==> config.mk <==
export PLATFORM = sky130hd
export DESIGN_NAME = pipeline_skid_reg
export DESIGN_NICKNAME = d
export VERILOG_FILES = /design/src/rtl/pipeline_reg_pkg.sv /design/src/rtl/pipeline_data_reg.sv /design/src/rtl/pipeline_skid_reg.sv
export SDC_FILE = /design/constraint.sdc
export NUM_CORES = 1
export LEC_CHECK = 0
export BUFFER_PORTS_ARGS = -buffer_cell sky130_fd_sc_hd__buf_2
export CAP_MARGIN = 20
export CORE_UTILIZATION = 58
export DETAILED_ROUTE_END_ITERATION = 8
export MAX_ROUTING_LAYER = met4
export PLACE_DENSITY = 0.82
export RECOVER_POWER = 100
export SLEW_MARGIN = 20
export SYNTH_ARGS = -nofsm -noshare
export SYNTH_HDL_FRONTEND = slang
export SYNTH_HIERARCHICAL = 1
export SYNTH_SLANG_ARGS = --single-unit
==> constraint.sdc <==
create_clock -name clock -period 3.15 [get_ports clock]
set_input_delay 0.315 -clock clock [delete_from_list [all_inputs] [get_ports clock]]
set_output_delay 0.315 -clock clock [all_outputs]
set_load 0.1 [all_outputs]
==> src/rtl/pipeline_reg_pkg.sv <==
// Shared types for the elastic pipeline stage register.
// The stage keeps a main entry plus one skid entry behind it.
package pipeline_reg_pkg;

    typedef enum logic [1:0] {
        Empty = 2'd0,
        Busy  = 2'd1,
        Full  = 2'd2
    } skid_state_t;

    localparam int OccupancyWidth = 2;

endpackage

==> src/rtl/pipeline_data_reg.sv <==
// Payload register with load enable and a clear that reloads the reset value.
// The clear input has priority over the load enable.
module pipeline_data_reg #(
    parameter int                   DataWidth  = 64,
    parameter logic [DataWidth-1:0] ResetValue = '0
) (
    input  logic                 clock,
    input  logic                 reset,
    input  logic                 load,
    input  logic                 clear,
    input  logic [DataWidth-1:0] d,
    output logic [DataWidth-1:0] q
);

    always_ff @(posedge clock) begin
        if (!reset) begin
            q <= ResetValue;
        end else if (clear) begin
            q <= ResetValue;
        end else if (load) begin
            q <= d;
        end
    end

endmodule

==> src/rtl/pipeline_skid_reg.sv <==
// Elastic valid/ready pipeline register with a two-entry skid buffer.
// in_ready depends only on registered state, so no combinational ready path crosses the stage.
//
// state | meaning
// Empty | nothing held; out_valid low
// Busy  | main entry holds a payload; skid entry free
// Full  | main and skid both hold payloads; skid is the younger one
module pipeline_skid_reg
    import pipeline_reg_pkg::*;
#(
    parameter int                   DataWidth    = 64,
    parameter logic [DataWidth-1:0] ResetValue   = '0,
    parameter bit                   ClearOnFlush = 1'b1
) (
    input  logic                      clock,
    input  logic                      reset,
    input  logic                      flush,
    input  logic                      in_valid,
    output logic                      in_ready,
    input  logic [DataWidth-1:0]      in_data,
    output logic                      out_valid,
    input  logic                      out_ready,
    output logic [DataWidth-1:0]      out_data,
    output logic [OccupancyWidth-1:0] occupancy
);

    skid_state_t          state_q;
    skid_state_t          state_d;
    logic [DataWidth-1:0] main_q;
    logic [DataWidth-1:0] skid_q;
    logic [DataWidth-1:0] main_d;
    logic                 main_load;
    logic                 main_from_skid;
    logic                 skid_load;
    logic                 payload_clear;
    logic                 accept;
    logic                 consume;

    assign in_ready  = (state_q != Full);
    assign out_valid = (state_q != Empty);
    assign out_data  = main_q;
    assign accept    = in_valid & in_ready;
    assign consume   = out_valid & out_ready;

    always_comb begin
        occupancy = '0;
        case (state_q)
            Busy:    occupancy = OccupancyWidth'(1);
            Full:    occupancy = OccupancyWidth'(2);
            default: occupancy = '0;
        endcase
    end

    always_ff @(posedge clock) begin
        if (!reset) begin
            state_q <= Empty;
        end else begin
            state_q <= state_d;
        end
    end

    always_comb begin
        state_d        = state_q;
        main_load      = 1'b0;
        main_from_skid = 1'b0;
        skid_load      = 1'b0;
        payload_clear  = 1'b0;
        if (flush) begin
            // Squash drops any offered payload and every held entry.
            state_d       = Empty;
            payload_clear = ClearOnFlush;
        end else begin
            case (state_q)
                Empty: begin
                    if (accept) begin
                        state_d   = Busy;
                        main_load = 1'b1;
                    end
                end
                Busy: begin
                    if (accept && consume) begin
                        main_load = 1'b1;
                    end else if (accept) begin
                        state_d   = Full;
                        skid_load = 1'b1;
                    end else if (consume) begin
                        state_d = Empty;
                    end
                end
                Full: begin
                    if (consume) begin
                        state_d        = Busy;
                        main_load      = 1'b1;
                        main_from_skid = 1'b1;
                    end
                end
                default: begin
                    state_d = Empty;
                end
            endcase
        end
    end

    assign main_d = main_from_skid ? skid_q : in_data;

    pipeline_data_reg #(
        .DataWidth  (DataWidth),
        .ResetValue (ResetValue)
    ) u_main_reg (
        .clock (clock),
        .reset (reset),
        .load  (main_load),
        .clear (payload_clear),
        .d     (main_d),
        .q     (main_q)
    );

    pipeline_data_reg #(
        .DataWidth  (DataWidth),
        .ResetValue (ResetValue)
    ) u_skid_reg (
        .clock (clock),
        .reset (reset),
        .load  (skid_load),
        .clear (payload_clear),
        .d     (in_data),
        .q     (skid_q)
    );

endmodule

==> impl_metrics.tcl, run 1 <==
set metrics [dict create \
    hp-class "input pin to flip-flop" \
    first_global_vias 4036 \
    cts-buffers-inserted 17 \
    drtAntennaViolNets 0 \
    grt-ovfl-total 0 \
    post-route-period-util 0.761 \
    die_area_um2 10500 \
    synth-edff-count 0 \
    rr_worst_depth 7 \
    tightest_slew_ps 1320 \
    dp.cells 748 \
    leakagePower_nw 2.51 \
    yosysTopAreaCellShare 0.445 \
    h-tree-depth 4 \
    netlist_top_cells_area "dfxtp_1 45%, mux2i_1 22%, mux2_4 15%" \
    min_period_ps 2400 \
    worstPathRequired_ps 2830 \
    arrival_ps 2080 \
    die_w_um 102 \
    path_clk_slew_ps 50 \
    hpwlAfterDp_mm 7.99 \
    seq_area_frac_synth 0.445 \
    holdPathStages 2 \
    antenna_cells 0 \
    power_mw 4.21 \
    synth_fa_ha_area_frac 0 \
    fin_util 0.687 \
    worstSetupStartpointType "flip-flop" \
    ys_ff_latch 130 \
    worstReg2RegStart "state_q[1]$_SDFFE_PP0P_" \
    syn2layout_area_growth_pct 14.8 \
    hold_buffers 0 \
    start_util 0.598 \
    io_pins 137 \
    ys_top_cells_by_count "130 x dfxtp_1, 128 x mux2i_1, 128 x nor2_1" \
    fin_tns_setup_ps 0 \
    rsz0062_at_grt "false" \
    cts.path.max_buffers 2 \
    grtUsageTotal 0.245 \
    drt_iter0_markers 121 \
    wl_per_cell_um 15.8 \
    fin_cells 780 \
    setup_viol 0 \
    cts_tree "yes" \
    die_height_um 102 \
    drc 0 \
    synth_top_family_by_area "multiplexers" \
    fin_skew_ps 7.68 \
    yosys.area_share.simple 0.0989 \
    gp_congestion 0.719 \
    power_density_nw_per_um2 627 \
    status "completed" \
    slew_violations 0 \
    cts.sink_count 130 \
    post-cts-setup-buffer-count 0 \
    netlist_instances 505 \
    drt_pass1_iterations 4 \
    synth_nets 574 \
    ctsResizeCount 0 \
    syn-cell-area_um2 5850 \
    grt_pass1_wl_mm 18.7 \
    synth_compound_area_frac 0.00449 \
    end_kind "primary output" \
    finalNetCount 703 \
    synthDistinctLibCells 24 \
    synthMuxAreaShare 0.381 \
    clk_latency_ps 520 \
    grt_max_degree 47 \
    ys_warn_count 6 \
    yosysMostFrequentCell "dfxtp_1" \
    hold_viol_final 0 \
    async_reset_ff_frac 0 \
    drive_gt1_frac 0.184 \
    synth_xor_xnor_area_share 0 \
    max_freq_mhz 417 \
    vias_per_cell 5.17 \
    cts-root-buf "clkbuf_8" \
    synth_area_per_cell_um2 11.6 \
    drt_wl_total_mm 12.3 \
    cp_max_fo 7 \
    relSlewSlack 0.121 \
    min-delay-start "out_ready" \
    yosysTopAreaCell "dfxtp_1" \
    core_um2 9770 \
    drv_cap 0 \
    vias 4031 \
    vdd_drop_max_mv 0.318 \
    antenna_found_initial 0 \
    rows 36 \
    crit_type "flip-flop to primary output" \
    synth-main-ff-cell "dfxtp_1" \
    r2r-end "u_main_reg/q[11]$_SDFFE_PP0P_" \
    io_buffers 136 \
    hold_end "state_q[1]$_SDFFE_PP0P_" \
    ff2ff_setup_slack_ps 830 \
]
-- cells in the final DEF, fill, tap and decap left out, drive strengths merged --
| master | n |
|---|---|
| nor3 | 1 |
| buf | 76 |
| inv | 1 |
| a311oi | 1 |
| nor4 | 1 |
| clkinvlp | 2 |
| a21o | 1 |
| clkbuf | 92 |
| or3 | 1 |
| nor2b | 1 |
| nand2 | 2 |
| dfxtp | 130 |
| nand2b | 4 |
| and2b | 2 |
| nor2 | 128 |
| clkinv | 4 |
| mux2 | 64 |
| a21oi | 2 |
| bufinv | 4 |
| mux2i | 128 |
| or2 | 1 |
| nor3b | 1 |
-- per-stage QoR --
step,cell area [um^2],setup WS (ps),hold slack (ps)
after floorplan,5850,592,387
after global placement,6400,1210,466
after detailed placement,6400,1150,482
after CTS,7030,1120,6.29
after global routing,6710,562,10.0
final,6710,754,24.1
-- cell families after synthesis --
kind of cell	count (synthesis)
multiplexers	192
AND/OR/NAND/NOR	142
flip-flops	130
buffers and inverters	37
AO/OA/AOI/OAI	4
-- where the power goes --
| part | internal (mW) | total [mW] | switching (mW) |
|---|---|---|---|
| clock network | 1.39 | 2.08 | 0.691 |
| logic | 0.129 | 0.446 | 0.317 |
| registers | 1.67 | 1.69 | 0.0153 |
| total | 3.19 | 4.21 | 1.02 |
-- critical path, stage by stage (launching register included) --
cell and delay, ps:
dfxtp_1 400, nor2b_1 240, clkbuf_1 920
-- cell type report --
cell class / count / area (um^2)
Clock inverter: 9 / 150
Timing Repair Buffer: 145 / 672
Inverter: 2 / 7.51
Sequential cell: 130 / 2600
Fill cell: 829 / 3060
Clock buffer: 23 / 487
Tap cell: 133 / 166
Multi-Input combinational cell: 338 / 2630
-- state kept, by name, summed over array words and instances, names as in the netlist --
register	flops
u_main_reg/q	64
u_skid_reg/q	64
state_q	2
-- how the worst max path moves through the flow --
| stage | cells after the start | from | slack, ps | endpoint |
|---|---|---|---|---|
| 3_3_place_gp | 7 | state_q[1]$_SDFFE_PP0P_ | 1210 | u_main_reg/q[1]$_SDFFE_PP0P_ |
| 2_1_floorplan | 8 | state_q[1]$_SDFFE_PP0P_ | 590 | u_main_reg/q[10]$_SDFFE_PP0P_ |
| 5_1_grt | 7 | state_q[1]$_SDFFE_PP0P_ | 560 | u_main_reg/q[11]$_SDFFE_PP0P_ |
| 4_1_cts | 7 | state_q[1]$_SDFFE_PP0P_ | 1120 | u_main_reg/q[11]$_SDFFE_PP0P_ |
| 3_5_place_dp | 6 | state_q[1]$_SDFFE_PP0P_ | 1150 | u_main_reg/q[14]$_SDFFE_PP0P_ |
| 6_report | 2 | state_q[1]$_SDFFE_PP0P_ | 750 | occupancy[1] |
-- per-layer routing --
metal / global-route usage / up-vias / part of all wire
li1: - / 1975 / -
met4: 0.0857 / 0 / 0.010
met1: 0.261 / 1952 / 0.43
met2: 0.427 / 91 / 0.52
met3: 0.0759 / 13 / 0.040
met5: - / - / 0
Power figures use the tool's default switching activity.
==> inputs of run 2 (changes only) <==
CORE_UTILIZATION = 49   (was 58)
PLACE_DENSITY = 0.74   (was 0.82)
clock period = 2.2 ns   (was 3.15 ns; I/O delays follow)
==> impl_metrics.tcl, run 2 (synthesis gave the netlist of run 1 again) <==
set metrics [dict create \
    status "complete, but fails checks" \
    violations "design-rule violations" \
    finalNetCount 702 \
    relSlewSlack 0.190 \
    post-route-period-util 0.890 \
    crit_type "flip-flop to flip-flop" \
    grt-ovfl-total 0 \
    ff2ff_setup_slack_ps 240 \
    max_freq_mhz 511 \
    setup_viol 0 \
    end_kind "flip-flop" \
    drtAntennaViolNets 0 \
    holdPathStages 2 \
    first_global_vias 4137 \
    r2r-end "u_skid_reg/q[18]$_SDFFE_PP0P_" \
    wl_per_cell_um 15.4 \
    hp-class "input pin to flip-flop" \
    vias_per_cell 5.06 \
    grtUsageTotal 0.209 \
    arrival_ps 2240 \
    die_w_um 111 \
    path_clk_slew_ps 50 \
    drc 16 \
    gp_congestion 0.710 \
    drive_gt1_frac 0.191 \
    drv_cap 0 \
    cts.path.max_buffers 2 \
    cts-root-buf "clkbuf_16" \
    power_mw 5.69 \
    vdd_drop_max_mv 0.527 \
    clk_latency_ps 400 \
    core_um2 11500 \
    antenna_found_initial 0 \
    cts-buffers-inserted 17 \
    antenna_cells 0 \
    drt_pass1_iterations 7 \
    most-common-layout-cells "129 x dfxtp_1, 128 x mux2i_1, 128 x nor2_1" \
    hpwlAfterDp_mm 7.65 \
    cts_tree "yes" \
    worstPathRequired_ps 2480 \
    grt_max_degree 65 \
    power_density_nw_per_um2 848 \
    drt_iter0_markers 178 \
    worstSetupStartpointType "flip-flop" \
    slew_violations 0 \
    final_common_cell "dfxtp_1" \
    leakagePower_nw 2.51 \
    start_util 0.508 \
    fin_cells 788 \
    vias 3991 \
    min_period_ps 1960 \
    fin_skew_ps 4.23 \
    drt_wl_total_mm 12.1 \
    post-cts-setup-buffer-count 0 \
    worstReg2RegStart "state_q[1]$_SDFFE_PP0P_" \
    rr_worst_depth 5 \
    min-delay-start "out_ready" \
    hold_end "state_q[1]$_SDFFE_PP0P_" \
    syn2layout_area_growth_pct 14.9 \
    dp.cells 757 \
    rows 39 \
    tightest_slew_ps 1220 \
    hold_buffers 0 \
    h-tree-depth 4 \
    io_buffers 136 \
    hold_viol_final 0 \
    cp_max_fo 64 \
    ctsResizeCount 0 \
    cts.sink_count 130 \
    top_regs "u_main_reg/q: 64 flops, u_skid_reg/q: 64 flops, state_q: 2 flops" \
    grt_pass1_wl_mm 19.7 \
    rsz0062_at_grt "false" \
    io_pins 137 \
    die_height_um 111 \
    die_area_um2 12400 \
    fin_util 0.583 \
]
[run 2: cell types whose count changed in the layout (fill, tap and decap cells not counted), moves of 2 or more]
cell | previous run | this run
buf_4 | 7 | 3
clkbuf_2 | 0 | 4
bufinv_16 | 4 | 1
clkbuf_1 | 70 | 68
buf_12 | 1 | 4
clkinvlp_4 | 2 | 0
[run 2: area by class of cell]
class                   count  area (um^2)
fillers                  1042         4800
multi-input cells         338         2640
flip-flops and latches    130         2600
repair buffers            144          714
clock buffers              26          509
well taps                 143          179
clock inverters             5         50.0
inverters                   2         15.0
[run 2: critical path, stage by stage, from the launching register on]
cell and delay [ps]:
dfxtp_2 340, nand2b_1 170, nor3_1 260, buf_6 680, mux2i_1 300, nor2_1 50
[run 2: where the power goes]
group,internal [mW],total [mW],switching [mW]
clock network,1.69,2.63,0.944
registers,2.39,2.41,0.0209
logic,0.191,0.644,0.453
[run 2: worst max-delay path by stage]
stage | startpoint | to | cells past startpoint
after CTS | state_q[1]$_SDFFE_PP0P_ | u_main_reg/q[1]$_SDFFE_PP0P_ | 7
after global placement | state_q[1]$_SDFFE_PP0P_ | u_main_reg/q[0]$_SDFFE_PP0P_ | 7
after floorplan | state_q[1]$_SDFFE_PP0P_ | u_main_reg/q[10]$_SDFFE_PP0P_ | 8
after global routing | state_q[0]$_SDFFE_PP0P_ | u_skid_reg/q[53]$_SDFFE_PP0P_ | 5
final | state_q[1]$_SDFFE_PP0P_ | u_skid_reg/q[18]$_SDFFE_PP0P_ | 5
after detailed placement | state_q[1]$_SDFFE_PP0P_ | u_main_reg/q[0]$_SDFFE_PP0P_ | 7
[run 2: routing by layer]
| metal | track usage | share of wire |
|---|---|---|
| met1 | 0.234 | 0.45 |
| met2 | 0.358 | 0.49 |
| met3 | 0.0514 | 0.042 |
| met4 | 0.0838 | 0.013 |
| met5 | - | 0 |
[run 2: through the flow]
step / hold WS [ps] / setup WS [ps] / TNS, ps / instance area [um^2]
2_1_floorplan: 289 / -93.0 / -5580 / 5850
3_3_place_gp: 438 / 304 / 0 / 6460
3_5_place_dp: 455 / 240 / 0 / 6460
4_1_cts: 23.0 / 236 / 0 / 7020
5_1_grt: 47.2 / 81.4 / 0 / 6720
6_report: 42.6 / 242 / 0 / 6720
==> inputs of run 3 (changes only) <==
CORE_UTILIZATION = 48   (was 49)
PLACE_DENSITY = 0.73   (was 0.74)
SYNTH_HIERARCHICAL = unset   (was 1)
==> impl_metrics.tcl, run 3 <==
set metrics [dict create \
    status "completed" \
    ys_ff_latch 130 \
    drt_wl_total_mm 15.4 \
    worstPathRequired_ps 1980 \
    seq_area_frac_synth 0.473 \
    vias 5387 \
    async_reset_ff_frac 0 \
    grt_max_degree 64 \
    cp_max_fo 11 \
    cts.sink_count 130 \
    grt_pass1_wl_mm 24.2 \
    p_int_mw 4.36 \
    die_w_um 109 \
    fin_tns_setup_ps 0 \
    worstReg2RegStart "state_q[0]$_SDFFE_PP0P_" \
    synthDistinctLibCells 24 \
    syn-cell-area_um2 5510 \
    crit_type "flip-flop to primary output" \
    drt_iter0_markers 390 \
    drv_cap 0 \
    leakagePower_nw 2.43 \
    p_sw_frac 0.279 \
    yosysTopAreaCell "dfxtp_1" \
    most-common-layout-cells "257 x nand2_1, 130 x dfxtp_1, 70 x buf_2" \
    io_pins 137 \
    top_usage_layer "met2" \
    cts.path.max_buffers 2 \
    rsz0062_at_grt "false" \
    min_period_ps 1970 \
    cp-startpoint "state_q[1]$_SDFFE_PP0P_" \
    vdd_drop_max_mv 0.557 \
    cts_tree "yes" \
    syn2layout_area_growth_pct 21.7 \
    yosysMostFrequentCell "nand2_1" \
    end_kind "primary output" \
    synth-main-ff-cell "dfxtp_1" \
    finalNetCount 844 \
    relSlewSlack 0.190 \
    h-tree-depth 4 \
    netlist_top_cells_area "dfxtp_1 47%, nand2_1 18%, a311oi_1 9.9%" \
    ctsResizeCount 0 \
    grtUsageTotal 0.272 \
    power_density_nw_per_um2 902 \
    tightest_slew_ps 1220 \
    synth_area_per_cell_um2 8.21 \
    switchingPower_mw 1.69 \
    hpwlAfterDp_mm 9.29 \
    rows 38 \
    ys_warn_count 0 \
    grtUsageMet2 0.433 \
    fin_area_um2 6700 \
    yosysTopAreaCellShare 0.473 \
    fin_skew_ps 7.00 \
    placed_area_um2 6250 \
    post-route-period-util 0.895 \
    top_regs "u_main_reg.q: 64 flops, u_skid_reg.q: 64 flops, state_q: 2 flops" \
    die_height_um 109 \
    comb_power_share 0.142 \
    hp-class "input pin to flip-flop" \
    worstSetupStartpointType "flip-flop" \
    first_global_vias 4932 \
    die_area_um2 11900 \
    pwr-share-clk 0.451 \
    grt-ovfl-total 0 \
    drive_gt1_frac 0.166 \
    io_buffers 136 \
    clk_latency_ps 420 \
    gp_congestion 0.761 \
    setup_viol 0 \
    use_met1 0.323 \
    max_freq_mhz 508 \
    wl_per_cell_um 16.6 \
    netlist_instances 671 \
    core_um2 11000 \
    synth-edff-count 0 \
    slew_violations 0 \
    start_util 0.499 \
    cts-buffers-inserted 17 \
    hold_buffers 0 \
    cts-root-buf "clkbuf_16" \
    antenna_cells 0 \
    ys_top_cells_by_count "257 x nand2_1, 130 x dfxtp_1, 65 x a21oi_1" \
    final_common_cell "nand2_1" \
    path_clk_slew_ps 60 \
    antenna_found_initial 0 \
    grtUsageMet3 0.0831 \
    fillers 1005 \
    arrival_ps 1750 \
    drc 0 \
    p_seq_frac 0.407 \
    post-cts-setup-buffer-count 0 \
    drt_pass1_iterations 5 \
    vias_per_cell 5.81 \
    synth_nets 740 \
    min-delay-start "in_data[23]" \
    drtAntennaViolNets 0 \
    hold_viol_final 0 \
]
[run 3: cells by family after synthesis]
kind of cell,count (synthesis),share of synthesized area
buffers and inverters,73,0.0761
AO/OA/AOI/OAI,197,0.255
flip-flops,130,0.473
AND/OR/NAND/NOR,271,0.196
[run 3: metal layers]
layer / share of wire / routed length (um)
met5: 0 / 0
met4: 0.014 / 221
met3: 0.064 / 979
met2: 0.50 / 7690
met1: 0.42 / 6510
[run 3: final cells by class]
| type | instances | area, um^2 | area share |
|---|---|---|---|
| inverters | 1 | 3.75 | 0.000560 |
| flip-flops and latches | 130 | 2600 | 0.388 |
| multi-input cells | 468 | 2520 | 0.376 |
| clock inverters | 4 | 45.0 | 0.00672 |
| well taps | 140 | 175 | 0.0261 |
| clock buffers | 27 | 533 | 0.0795 |
| repair buffers | 157 | 821 | 0.122 |
[run 3: worst paths after layout]
kind                            slack [ps]  cells after the start                             to
worst max-delay path                   230                      3                   occupancy[1]
worst min-delay path                    50                      3  u_skid_reg.q[23]$_SDFFE_PP0P_
worst max register to register         250                      4   u_main_reg.q[2]$_SDFFE_PP0P_
worst min register to register         450                      2  u_skid_reg.q[36]$_SDFFE_PP0P_
[run 3: worst max-delay path, stage by stage, from the launching register on]
cell	delay (ps)
dfxtp_1	590
nand2b_1	200
inv_1	90
clkbuf_2	450
[run 3: per-stage QoR]
stage                util  hold WS [ps]  total power [mW]  cells  setup WS (ps)
finish              0.608          45.4              6.05    927            230
global route        0.608          40.8              6.23    927           78.2
CTS                 0.619          27.4              6.11    927            203
detailed placement  0.566           447              3.38    896            401
global placement    0.566           441              3.37    896            483
floorplan               -           356              3.18    671           7.51
[run 3: power groups by stage]
| stage | Combinational (mW) | Sequential (mW) | Clock (mW) |
|---|---|---|---|
| 3_3_place_gp | 0.866 | 2.50 | 0 |
| 3_5_place_dp | 0.877 | 2.51 | 0 |
| 6_report | 0.861 | 2.46 | 2.73 |
| 5_1_grt | 0.906 | 2.47 | 2.86 |
| 4_1_cts | 0.882 | 2.46 | 2.77 |
| 2_1_floorplan | 0.282 | 2.89 | 0 |
